===== src/rtl/alu_tv_writer.sv =====
// Captures ALU ops as 104-bit vector words into a DEPTH-entry buffer, then streams them out in capture order.
// Latency: first out_valid 2 cycles after dump_start, then 1 word/cycle; out_word holds while !out_ready, cap_ready drops when full.
module alu_tv_writer #(
  parameter int DEPTH = 16,
  parameter int AW    = 4
) (
  input  logic          clk,
  input  logic          reset,
  input  logic          cap_valid,
  output logic          cap_ready,
  input  logic [2:0]    f,
  input  logic [31:0]   a,
  input  logic [31:0]   b,
  input  logic [31:0]   y,
  input  logic          dump_start,
  output logic          out_valid,
  input  logic          out_ready,
  output logic [103:0]  out_word,
  output logic [AW:0]   count,
  output logic          full,
  output logic          done
);

  typedef enum logic [1:0] {ST_CAPTURE, ST_DUMP, ST_DONE} state_t;

  typedef struct packed {
    logic [2:0]  pad_hi;
    logic        zero;
    logic        pad_lo;
    logic [2:0]  f;
    logic [31:0] a;
    logic [31:0] b;
    logic [31:0] y;
  } tv_word_t;

  localparam logic [AW:0] DEPTH_C = (AW+1)'(DEPTH);

  state_t          state_q, state_d;
  logic [AW:0]     count_q, count_d;
  logic [AW-1:0]   rd_ptr_q, rd_ptr_d;
  logic            out_vld_q, out_vld_d;
  tv_word_t        out_dat_q, out_dat_d;
  tv_word_t        mem_q [DEPTH];

  logic            cap_rdy;
  logic            cap_fire;
  logic            wr_en;
  tv_word_t        wr_dat;
  logic            out_fire;
  logic            last_word;
  logic            rd_en;
  logic [AW-1:0]   rd_addr;

  assign cap_rdy   = (state_q == ST_CAPTURE) && (count_q != DEPTH_C);
  assign cap_fire  = cap_valid && cap_rdy;
  assign wr_en     = cap_fire && !reset;
  assign out_fire  = out_vld_q && out_ready;
  assign last_word = ({1'b0, rd_ptr_q} == (count_q - 1'b1));

  always_comb begin
    wr_dat        = '0;
    wr_dat.zero   = (y == 32'h0);
    wr_dat.f      = f;
    wr_dat.a      = a;
    wr_dat.b      = b;
    wr_dat.y      = y;
  end

  always_comb begin
    state_d   = state_q;
    count_d   = count_q;
    rd_ptr_d  = rd_ptr_q;
    out_vld_d = out_vld_q;
    rd_en     = 1'b0;
    rd_addr   = rd_ptr_q;
    case (state_q)
      ST_CAPTURE: begin
        if (cap_fire) count_d = count_q + 1'b1;
        // Using count_d lets a same-cycle capture join the dump it triggers.
        if (dump_start) begin
          rd_ptr_d = '0;
          state_d  = (count_d == '0) ? ST_DONE : ST_DUMP;
        end
      end
      ST_DUMP: begin
        if (!out_vld_q) begin
          rd_en     = 1'b1;
          out_vld_d = 1'b1;
        end else if (out_fire) begin
          if (last_word) begin
            out_vld_d = 1'b0;
            state_d   = ST_DONE;
          end else begin
            rd_ptr_d = rd_ptr_q + 1'b1;
            rd_addr  = rd_ptr_q + 1'b1;
            rd_en    = 1'b1;
          end
        end
      end
      ST_DONE: begin
        count_d  = '0;
        rd_ptr_d = '0;
        state_d  = ST_CAPTURE;
      end
      default: state_d = ST_CAPTURE;
    endcase
    out_dat_d = rd_en ? mem_q[rd_addr] : out_dat_q;
  end

  always_ff @(posedge clk) begin
    if (reset) begin
      state_q   <= ST_CAPTURE;
      count_q   <= '0;
      rd_ptr_q  <= '0;
      out_vld_q <= 1'b0;
      out_dat_q <= '0;
    end else begin
      state_q   <= state_d;
      count_q   <= count_d;
      rd_ptr_q  <= rd_ptr_d;
      out_vld_q <= out_vld_d;
      out_dat_q <= out_dat_d;
    end
  end

  // Buffer contents survive reset; only the occupancy is cleared.
  always_ff @(posedge clk) begin
    if (wr_en) mem_q[count_q[AW-1:0]] <= wr_dat;
  end

  assign cap_ready = cap_rdy;
  assign out_valid = out_vld_q;
  assign out_word  = out_dat_q;
  assign count     = count_q;
  assign full      = (count_q == DEPTH_C);
  assign done      = (state_q == ST_DONE);

endmodule


===== config.mk =====
export PLATFORM = sky130hd
export DESIGN_NAME = alu_tv_writer
export DESIGN_NICKNAME = d
export VERILOG_FILES = /design/src/rtl/alu_tv_writer.sv
export SDC_FILE = /design/constraint.sdc
export NUM_CORES = 2
export LEC_CHECK = 0
export BUFFER_PORTS_ARGS = -buffer_cell sky130_fd_sc_hd__buf_4
export CORE_ASPECT_RATIO = 1.5
export CORE_MARGIN = 5
export CORE_UTILIZATION = 57
export CTS_CLUSTER_SIZE = 30
export DETAILED_ROUTE_END_ITERATION = 10
export PLACE_DENSITY_LB_ADDON = 0.15
export SLEW_MARGIN = 5
export SYNTH_ARGS = -nofsm -noshare
export SYNTH_HDL_FRONTEND = slang
export SYNTH_SLANG_ARGS = --single-unit

===== constraint.sdc =====
create_clock -name clk -period 12.95 [get_ports clk]
set_input_delay 0.6475 -clock clk [delete_from_list [all_inputs] [get_ports clk]]
set_output_delay 0.6475 -clock clk [all_outputs]
set_load 0.1 [all_outputs]

==> results.yml <==
yosys:
  syn_inst: 4229
  ys.flop_type: "edfxtp_1"
  ys_ff_latch: 1712
  yosysWarnings: 0
  syn_area_um2: 66770
  synth_edf_count: 1600
  yosysTopAreaCellShare_pct: 71.96
  yosys-top-cells-area: "edfxtp_1 (72%), dfxtp_1 (3.4%), nand2_1 (2.9%), o2bb2ai_1 (2.6%), a32o_1 (1.5%)"
  syn_avg_cell_area_um2: 15.79
  yosysUniqueCellTypes: 51
  async_reset_ff_share_pct: 0
  yosysTopAreaCell: "edfxtp_1"
  yosysSeqAreaShare_pct: 75.32
floorplanning:
  die_w_um: 289.5
  std_cell_rows: 153
  core_um2: 116200
  io_pins: 217
  initial_core_util_pct: 57.46
  dieHeight_um: 429.2
  dieArea_um2: 124200
timing:
  setup_viol: 0
  fin_setup_tns_ps: 0
  hold_violations: 0
  rsz0062_at_grt: "no"
  skew_ps: 31.91
  fmax_mhz: 178.6
  finalCriticalPeriod_ps: 5599
  max_slew_margin_pct: 18.83
  worstMarginPinSlew_ps: 1218
  fin_hold_ws_ps: 159.9
  drv_slew: 0
  min_period_over_period_pct: 43.24
placed_design:
  gp_congestion: 0.7788
  dp_hpwl_um: 81670
  port_buffers: 212
clocking:
  cts_hold_buf: 0
  clkTransAtPathRegs_ps: 70
  insertion_delay_ps: 780
  cts_sinks: 1712
  post_cts_resized: 0
  clockBufferDepth: 3
  cts_tree: "done"
  cts_htree_levels: 4
  cts-buffers-inserted: 153
  cts_setup_buffers: 0
  cts-root-buf: "clkbuf_16"
critical_path:
  cp_slowest_cell: "o22ai_4"
  worstPathCellList: "inv_1 -> ha_1 -> and4bb_1 -> a22o_1 -> o211ai_1 -> nand2_1 -> o22ai_4 -> buf_4 -> buf_4 -> a32o_1 -> o41ai_2 -> a31o_1"
  critPathTopFamily: "compound AO/OA/AOI/OAI gates"
  crit_buf_inv: 3
  slowest_delay_ps: 820
  crit_path_end_kind: "flop"
  cp_max_fo: 40
  cp.required_ps: 13630
  crit_top_cell: "buf_4"
  critPathLaunchType: "flop"
  critPathKind: "flop to flop"
  crit_arrival_ps: 6280
drt:
  firstDrtPassIters: 6
  detail-route-antenna-nets: 0
  drc: 0
  vias_per_cell: 6.695
  first_iter_violations: 4467
  wl_per_cell_um: 29.65
  routed_wl_um: 178100
  dr_total_vias: 40220
power_and_ir_drop:
  powerDensity_nw_per_um2: 154.4
  p_total_uw: 11530
  p_leak_uw: 0.02417
  ir_worst_vdd_mv: 0.1642
global_route:
  grt_max_degree: 186
  grt_remaining_overflow: 0
  grt_antenna_before_repair: 7
  grt_pass1_vias: 39580
  use_met1_pct: 40.39
  use_met3_pct: 4.820
  gr-usage-met2_pct: 45.48
  grt-busiest-layer: "met2"
  grt_pass1_wl_um: 261500
  grtUsageTotal_pct: 28.32
finish:
  final_common_cell: "edfxtp_1"
  mostFrequentLayoutCells: "edfxtp_1 (1600), nand2_1 (521), buf_4 (272)"
  utilization_pct: 64.24
  fin_nets: 4432
  synthToLayoutAreaGrowth_pct: 11.80
  drive_gt1_share_pct: 13.45
  fillers: 8267
min_path:
  hold_class: "input port to flop"
run:
  maxCapViolCount: 0
status:
  outcome: "completed"
## routing by layer
metal | part of all wire (%) | vias to the layer above
met5 | 0.033 | -
met4 | 2.7 | 8
met3 | 8.8 | 333
met2 | 48 | 1956
met1 | 40 | 20690
li1 | - | 17230
## worst paths after layout
| check | start | end | slack [ps] | depth (start not counted) |
|---|---|---|---|---|
| worst min-delay path | b[11] | mem_q[6][43] | 160 | 1 |
| worst max register to register | count[0] | out_word[45] | 7350 | 12 |
| worst min register to register | out_valid | out_valid | 520 | 2 |
| worst max-delay path | count[0] | out_word[45] | 7350 | 12 |
## flip-flops by register name, summed over array words and instances (netlist names)
| name | cells |
|---|---|
| count | 5 |
| mem_q | 1600 |
| out_valid | 1 |
| out_word | 100 |
| rd_ptr_q | 4 |
| state_q | 2 |
## synthesized netlist by cell type, types with 5 or more instances
cell type	instances
o22ai_1	102
nand2b_1	6
edfxtp_1	1600
ha_1	5
nor3_1	11
a32o_1	101
nor2_1	35
xnor2_1	5
nand2_1	521
nand3_1	6
dfxtp_1	112
buf_8	6
o21a_1	100
o41ai_2	62
o2bb2ai_1	200
a21oi_1	113
buf_1	21
and2_1	100
o21ai_0	108
clkbuf_1	230
o41ai_1	38
o211ai_1	101
inv_1	8
mux2i_1	100
buf_4	8
a32oi_1	102
nor4_1	12
buf_2	79
a211oi_1	103
a22oi_1	100
a31o_1	101
## stage by stage
step                std cells  cell area, µm²  setup slack [ps]
floorplan                4232           66780             356.6
global placement         5718           69720              7579
detailed placement       5718           69720              7442
CTS                      6002           74640              7380
global route             6002           74640              7163
finish                   6007           74650              7351
## worst register-to-register path, cell delays in order (launching register included)
cell	delay, ps
dfxtp_1	540
inv_1	110
ha_1	290
and4bb_1	280
a22o_1	280
o211ai_1	560
nand2_1	420
o22ai_4	820
buf_4	780
buf_4	790
a32o_1	320
o41ai_2	80
a31o_1	220
## power breakdown
part	total, µW	switching, µW	internal, µW
registers	6220	69.9	6150
clock network	4450	1960	2500
logic	853	648	205
## layout make-up
cell class	count	area [µm²]	area share, %
Antenna cell	5	12.51	0.01676
Clock buffer	214	4324	5.792
Clock inverter	70	598.1	0.8012
Inverter	8	30.03	0.04023
Multi-Input combinational cell	2163	15160	20.30
Sequential cell	1712	50290	67.36
Tap cell	1550	1939	2.598
Timing Repair Buffer	285	2302	3.084
## cells by family (layout without fill, tap and decap cells)
logic type | Yosys count | in the layout | synth area share, %
simple gates | 704 | 704 | 4.507
mux | 100 | 100 | 1.499
xor+xnor | 7 | 7 | 0.09182
compound gates | 1343 | 1343 | 16.14
buf+inv | 357 | 577 | 2.348
other cells | 1 | 9 | 0.005616
fa+ha+maj | 5 | 5 | 0.09369
flops | 1712 | 1712 | 75.32
Note: power is estimated with default switching activity, not from simulation.
